`src/rtl/aes_pkg.sv`:
```
// Shared AES definitions: AES-192 sizes, Rcon table, RotWord and round-key slice helper.
// Used by both the key expansion stage and the data-path core.
package aes_pkg;

  localparam int AES192_NK = 6;
  localparam int AES192_NR = 12;
  localparam int AES192_NW = 4 * (AES192_NR + 1);

  // Rcon[j] for j = 1..10; index 0 is unused and returns 0.
  function automatic logic [7:0] rcon_byte(input logic [3:0] j);
    logic [7:0] r;
    case (j)
      4'd1:    r = 8'h01;
      4'd2:    r = 8'h02;
      4'd3:    r = 8'h04;
      4'd4:    r = 8'h08;
      4'd5:    r = 8'h10;
      4'd6:    r = 8'h20;
      4'd7:    r = 8'h40;
      4'd8:    r = 8'h80;
      4'd9:    r = 8'h1b;
      4'd10:   r = 8'h36;
      default: r = 8'h00;
    endcase
    return r;
  endfunction

  function automatic logic [31:0] rot_word(input logic [31:0] w);
    return {w[23:0], w[31:24]};
  endfunction

  // LSB position of round key k inside the flattened schedule bus.
  function automatic int rk_lsb(input int k);
    return 128 * (AES192_NR - k);
  endfunction

endpackage

```
`src/rtl/aes192_kex_grp.sv`:
```
// Combinational AES-192 group generator: derives the next 6 schedule words from the
// previous group, the external S-box result for RotWord(last word), and Rcon.
module aes192_kex_grp
  import aes_pkg::*;
(
  input  logic [32*AES192_NK-1:0] prev_grp,
  input  logic [31:0]             sbox_dout,
  input  logic [7:0]              rcon,
  output logic [32*AES192_NK-1:0] next_grp
);

  logic [31:0] t;
  logic [31:0] p [AES192_NK];
  logic [31:0] n [AES192_NK];

  assign t = sbox_dout ^ {rcon, 24'h0};

  always_comb begin
    for (int m = 0; m < AES192_NK; m++) begin
      p[m] = prev_grp[32*(AES192_NK-1-m) +: 32];
    end
    n[0] = p[0] ^ t;
    for (int m = 1; m < AES192_NK; m++) begin
      n[m] = p[m] ^ n[m-1];
    end
    next_grp = '0;
    for (int m = 0; m < AES192_NK; m++) begin
      next_grp[32*(AES192_NK-1-m) +: 32] = n[m];
    end
  end

endmodule

```
`src/rtl/aes192_kex.sv`:
```
// AES-192 key expansion: one 6-word group per clock, schedule held static and flagged
// valid until the next key load. The S-box is external and shared with the data path.
//
// state     | meaning
// ST_IDLE   | r_count = 0; schedule held, o_key_ok reflects last completed load
// ST_EXPAND | r_count = 1..8; group r_count written on each edge
module aes192_kex
  import aes_pkg::*;
#(
  parameter int NK = AES192_NK,
  parameter int NW = AES192_NW
) (
  input  logic              i_clk,
  input  logic              i_rst,
  input  logic [32*NK-1:0]  i_key,
  input  logic              i_key_en,
  output logic [32*NW-1:0]  o_keyex,
  output logic              o_key_ok,
  output logic              o_busy,
  output logic [31:0]       o_sbox_din,
  input  logic [31:0]       i_sbox_dout
);

  typedef enum logic {ST_IDLE, ST_EXPAND} kex_state_t;

  localparam int LAST_GRP = (NW - 1) / NK;

  kex_state_t  state_q, state_d;
  logic [3:0]  r_count_q, r_count_d;
  logic        key_ok_q, key_ok_d;
  logic [31:0] w_q [NW];
  logic [31:0] w_d [NW];
  logic [32*NK-1:0] grp_prev;
  logic [32*NK-1:0] grp_new;

  // Previous group is the one r_count is about to extend; zero when idle.
  always_comb begin
    grp_prev = '0;
    for (int j = 1; j <= LAST_GRP; j++) begin
      if (r_count_q == 4'(j)) begin
        for (int m = 0; m < NK; m++) begin
          grp_prev[32*(NK-1-m) +: 32] = w_q[NK*(j-1)+m];
        end
      end
    end
  end

  assign o_sbox_din = rot_word(grp_prev[31:0]);

  aes192_kex_grp u_grp (
    .prev_grp  (grp_prev),
    .sbox_dout (i_sbox_dout),
    .rcon      (rcon_byte(r_count_q)),
    .next_grp  (grp_new)
  );

  always_comb begin
    state_d   = state_q;
    r_count_d = r_count_q;
    key_ok_d  = key_ok_q;
    w_d       = w_q;
    if (i_key_en) begin
      state_d   = ST_EXPAND;
      r_count_d = 4'd1;
      key_ok_d  = 1'b0;
      for (int i = 0; i < NK; i++) begin
        w_d[i] = i_key[32*(NK-1-i) +: 32];
      end
    end else if (state_q == ST_EXPAND) begin
      // Last group is truncated naturally: only indices below NW exist.
      for (int i = NK; i < NW; i++) begin
        if (r_count_q == 4'(i / NK)) begin
          w_d[i] = grp_new[32*(NK-1-(i%NK)) +: 32];
        end
      end
      if (r_count_q == 4'(LAST_GRP)) begin
        state_d   = ST_IDLE;
        r_count_d = 4'd0;
        key_ok_d  = 1'b1;
      end else begin
        r_count_d = r_count_q + 4'd1;
      end
    end
  end

  always_ff @(posedge i_clk) begin
    if (i_rst) begin
      state_q   <= ST_IDLE;
      r_count_q <= 4'd0;
      key_ok_q  <= 1'b0;
      for (int i = 0; i < NW; i++) begin
        w_q[i] <= '0;
      end
    end else begin
      state_q   <= state_d;
      r_count_q <= r_count_d;
      key_ok_q  <= key_ok_d;
      w_q       <= w_d;
    end
  end

  for (genvar gi = 0; gi < NW; gi++) begin : g_out
    assign o_keyex[32*(NW-1-gi) +: 32] = w_q[gi];
  end

  assign o_key_ok = key_ok_q;
  assign o_busy   = (state_q == ST_EXPAND);

endmodule

```
`config.mk`:
```
export PLATFORM = sky130hd
export DESIGN_NAME = aes192_kex
export DESIGN_NICKNAME = d
export VERILOG_FILES = /design/src/rtl/aes_pkg.sv /design/src/rtl/aes192_kex_grp.sv /design/src/rtl/aes192_kex.sv
export SDC_FILE = /design/constraint.sdc
export NUM_CORES = 2
export LEC_CHECK = 0
export BUFFER_PORTS_ARGS = -buffer_cell sky130_fd_sc_hd__buf_2
export CORE_AREA = 8 8 743 745
export DETAILED_ROUTE_END_ITERATION = 12
export DIE_AREA = 0 0 751 753
export PLACE_DENSITY_LB_ADDON = 0.05
export SLEW_MARGIN = 20
export SYNTH_ARGS = -nofsm -noshare
export SYNTH_HDL_FRONTEND = slang
export SYNTH_SLANG_ARGS = --single-unit
```
`constraint.sdc`:
```
create_clock -name i_clk -period 3.16 [get_ports i_clk]
set_clock_uncertainty 0.05 [all_clocks]
set_input_delay 0.316 -clock i_clk [delete_from_list [all_inputs] [get_ports i_clk]]
set_output_delay 0.316 -clock i_clk [all_outputs]
set_load 0.01 [all_outputs]
```
* Word level (Yosys, flattened, before mapping) *
Memories as Yosys holds them, arrays and structs flattened.
Cells that the tools add are included.

operators by class
  add/sub/neg operators = 1
  equality and inequality tests = 8
  muxes and demuxes = 14
  bitwise operators = 8
  reduce and logical (&&, ||, !) cells = 11

operators by type and width
  kind                                                                    count
  192-bit 2-to-1 mux                                                      8
  32-bit bitwise XOR                                                      7
  3-bit AND reduction                                                     8
  4-bit by 3-bit equality test with 1-bit output (second input constant)  4
  4-bit by 2-bit equality test with 1-bit output (second input constant)  2
  1-bit 2-to-1 mux                                                        5
  4-bit by 1-bit adder with 4-bit output (second input constant)          1
  4-bit by 1-bit equality test with 1-bit output (second input constant)  1
  4-bit equality test (second input constant)                             1
  4-bit 2-to-1 mux                                                        1
  2-bit AND reduction                                                     1
  2-bit nonzero test                                                      1
  2-bit OR reduction                                                      1
  1-bit inverter                                                          1

storage, ports and cells
  register bits after elaboration = 1670
  ROM bits = 128
  input port bits = 227
  output and inout port bits = 1698
  logic and storage cells = 99
  memories kept = 1

memory list
  memory            words  width  read ports  clocked after Yosys merged registers in  wr ports  line           source
  (name not given)  16     8      1           0                                        0         aes_pkg.sv:12  case (j)

* Longest topological paths before layout *
  depth after elaboration = 15
  gate-level depth with buffers = 17
  depth with buffers taken out = 11

* Modules after synthesis *
A second synthesis with hierarchy kept.

unflattened totals
  cell total of the unflattened synthesis = 9744
  area total of the unflattened synthesis = 75957.8 sq um

by module, submodules not included
  module          instances  cells each  area each (sq um)  seq. area each (sq um)
  aes192_kex      1          9463        72572.1            33432.1
  aes192_kex_grp  1          281         3385.7             0.0

* Worst setup path before layout *
OpenSTA, ideal clock, no wires.

  path type = register to register
  start point = register r_count_q[0]
  end point = register w_q, in the netlist o_keyex[1147]
  library setup time = 0.086 ns
  data arrival time = 3.279 ns
  required time = 3.024 ns
  setup slack = -0.254 ns
  cell stages (with the launch flop) = 15
  buffers on the path = 3
  clock period less this slack = 3.414 ns
  cells stage by stage = dfxtp_1 > inv_1 > ha_1 > buf_4 > buf_4 > nand3b_1 > a221oi_1 > o21bai_1 > a21oi_1 > xnor2_1 > xor3_1 > buf_4 > xnor2_1 > nor2_1 > a211oi_1

between the ends
  word-level cells in the longest chain between the ends = 14
  elaborated cells on any way between the ends = 24
  classes of those cells = eq/ne: 8; mux: 8; bitwise: 6; reduce/logical: 1; memory: 1

RTL lines
  item                                            line                  source
  from (decl)                                     aes192_kex.sv:29      logic [3:0] r_count_q, r_count_d;
  from (signal assigned)                          aes192_kex.sv:96      r_count_q <= r_count_d;
  4-bit by 1-bit equality test with 1-bit output  aes192_kex.sv:40      if (r_count_q == 4'(j)) begin
  192-bit 2-to-1 mux (8 in a row)                 aes192_kex.sv:40
  32-bit bitwise XOR                              aes192_kex_grp.sv:22  n[0] = p[0] ^ t;
  32-bit bitwise XOR (4 in a row)                 aes192_kex_grp.sv:24  n[m] = p[m] ^ n[m-1];
  to (signal assigned)                            aes192_kex.sv:98      w_q <= w_d;
  to (decl)                                       aes192_kex.sv:31      logic [31:0] w_q [NW];

Parallel ways exist; a longest one is shown, timed or not.
A chain may end at the register's enable or synchronous reset.

* Worst setup path after layout *
  start point = register r_count_q[1]
  end point = output o_sbox_din[19]

between the ends
  word-level cells in the longest chain between the ends = 9
  elaborated cells on any way between the ends = 16
  classes of those cells = eq/ne: 8; mux: 8

RTL lines
  item                                            line              source
  4-bit by 1-bit equality test with 1-bit output  aes192_kex.sv:40
  192-bit 2-to-1 mux (7 in a row)                 aes192_kex.sv:40
  192-bit 2-to-1 mux (*)                          aes192_kex.sv:40
  to (decl)                                       aes192_kex.sv:20  output logic [31:0] o_sbox_din,

Every way passes the cells marked *; elsewhere a longest branch is shown, timed or not.

==> metrics <==
status complete, but fails checks; failing checks setup timing; critical path data required time 2.79 ns; drt first pass iters 6; Worst-Margin Slew 1.08 ns; period utilisation layout 1.27; IO Port Bufs 1,924; Reg-to-Reg Start r_count_q[0]; largest net degree at the start of global routing 127; Routed Antenna Nets 0; CP max-delay cell dfxtp_4; Fin Setup TNS -688.88 ns; Worst R2R End o_keyex[1169]; DR vias 87.1k; Detailed Route WL 764 mm; initial antenna violation count 59; WHS 0.0868 ns; Site Rows 270; worst rel slew slack 0.283; CP startpoint kind flop; R2R depth 18; Final Core Density 0.232; Final WS setup -0.860 ns; Initial Util 0.138; Final setup viols 1,320; Tot GR Track Use 0.254; Worst setup EP type output port; CTS tree done; nets 12.7k; die area 566,000 sq um; Longest Clk Path Bufs 4; Synth Flop Type dfxtp_1; hpwl dp 589 mm; number of flops mapped to enable cells by yosys 0; min Tclk post-route 4.02 ns; most common cell after layout, fill and taps aside nor2_1; max cap viols 0; htree depth 4; I/O pins 1,925; CP Launch Point r_count_q[1]; worst vdd ir 0.436 mV; Core Footprint 540,000 sq um; 1st-iter DRT viols 6,632; share of cells above drive strength 1 0.368; crit path capture o_sbox_din[19]; register area 33,400 sq um; Static Leak 51.5 nW; DIE HEIGHT 753 um; global-route wire length before repair 955 mm; Post-Synthesis Cells 9,261; CTS clk-pin slew, worst paths 0.06 ns; PD cells 490 nW/um^2; Yosys cell types 81; post-synthesis sequential area ratio 0.450; worst-skew pair later-pin latency 1.00 ns; Crit path max-delay family buffers and inverters; GPL Wtd Cong 0.855; total gr overflow 0; crit path cell chain buf_6 > ha_4 > buf_12 > buf_12 > inv_12 > buf_16 > buf_6 > nor2_4 > buf_12 > buf_12 > buf_8 > nor2_4 > a221oi_4 > buf_4 > nor2_2 > buf_6 > buf_6; CTS Sinks 1,670; most frequent cells in the layout 2,059 x nor2_1, 1,893 x buf_2, 1,666 x dfxtp_1; RSZ-0062 raised after global routing yes; crit path DAT 3.65 ns; Synth area leader dfxtp_1; crit path kind flop to output port; DR WL/cell 38.4 um; Total Power Consumption 0.0613 W; Syn Nets 9,494; slowest stage delay, CP 0.37 ns; Final Max Tran Viols 0; DRC violations left 0; Fmax 249 MHz; vias in the first global route 85.0k; clock buffers created by TritonCTS 240; R2R Setup Slk -0.84 ns; asr flop ratio synth 0; clk root buf clkbuf_16; area grow syn2layout 68.2%; stages on the worst setup path 17; Buf+Inv Stages, Crit Path 12; Hold Crit Class input pin to flop; top post-synthesis cells by area dfxtp_1 45%, nor2_1 11%, a21oi_1 6.8%; vias per cell 4.37; area share of the largest cell type after synthesis 0.450; final hold vios 0; Syn Area/Cell 8.03 sq um; FF+latch count, synth 1,670; Mapped Area 74,400 sq um; die width 751 um; CP max FO 6; hold path depth 6; footprint of the multi-input gates 41,900 sq um; fill count 59.4k; Ys Warns 0
-- per-stage QoR --
stage                     cells  instance area [sq um]  worst slack, ns
after floorplan            9261                  74900          -0.0300
after global placement    18782                 104000            -2.29
after detailed placement  18784                 104000            -1.70
after CTS                 19745                 120000            -1.05
after global routing      19886                 125000            -1.03
final                     19900                 125000           -0.860
-- how the worst min path moves through the flow --
stage	end	slack, ns	startpoint
6_report	o_keyex[498]	0.09	i_sbox_dout[18]
5_1_grt	o_keyex[484]	0.03	i_sbox_dout[4]
3_3_place_gp	o_keyex[56]	0.40	o_keyex[56]
4_1_cts	o_keyex[1581]	0.0002	i_key[109]
3_5_place_dp	o_keyex[56]	0.40	o_keyex[56]
2_1_floorplan	o_keyex[1588]	0.41	i_key[116]
-- tightest hold or removal path, cell delays in order --
cell and delay, ns:
buf_2 0.12, nand3_1 0.06, a21oi_1 0.06, nor3_4 0.20
buf_12 0.20, a211oi_1 0.08
-- synthesized netlist by cell type, drive strengths merged, types with 21 or more instances --
cell	number
o21ai	202
nand3b	168
xnor2	157
mux2i	194
a2bb2oi	24
o2bb2ai	21
nor3	422
a211oi	608
clkbuf	581
xor2	38
xnor3	29
nand3	52
a21o	22
inv	121
a2111oi	46
o211ai	45
a221oi	168
nand2	799
a21oi	1014
o22ai	130
dfxtp	1670
buf	299
nor2	2145
a22oi	51
-- power by group --
part / switching (W) / total (W) / internal (W)
sequential: 0.000408 / 0.0217 / 0.0213
combinational: 0.00643 / 0.0110 / 0.00452
clock: 0.0118 / 0.0286 / 0.0168
total: 0.0187 / 0.0613 / 0.0426
-- sequential cells by signal (all words and copies together) (netlist names) --
name,cells
o_key_ok,1
o_busy,1
r_count_q,4
o_keyex,1664
-- layout make-up --
cell class                      instances  share of cell area
Antenna cell                           19            0.000380
Clock buffer                          368              0.0573
Clock inverter                         60             0.00693
Inverter                              121             0.00377
Multi-Input combinational cell       6590               0.335
Sequential cell                      1670               0.267
Tap cell                             7208              0.0721
Timing Repair Buffer                 3864               0.257
-- repair_timing --
action / in CTS / in global routing
gates resized for setup: 492 / 665
hold endpoints to repair: 277 / 0
setup buffers: 141 / 142
cloned: 13 / 19
hold buffers: 383 / 0
setup endpoints to repair: 1429 / 1401
pin swaps: 138 / 304
-- kinds of logic (layout without fill, tap and decap cells) --
family	after synthesis	in the layout	share of synthesized area
compound gates	2439	2439	0.211
xor+xnor	231	231	0.0431
fa+ha+maj	6	6	0.00101
buf+inv	1001	4413	0.0561
flops	1670	1670	0.450
mux	194	194	0.0261
other cells	0	19	0
simple gates	3720	3720	0.213
-- metal layers --
layer,routed length [um],share of wire,global-route usage,up-vias
met4,32400,0.042,0.0822,4
li1,-,-,-,38826
met2,370000,0.48,0.444,3304
met5,27,0.000035,0,-
met1,303000,0.40,0.296,44242
met3,58700,0.077,0.0736,678
Note: power is estimated with default switching activity, not from simulation.
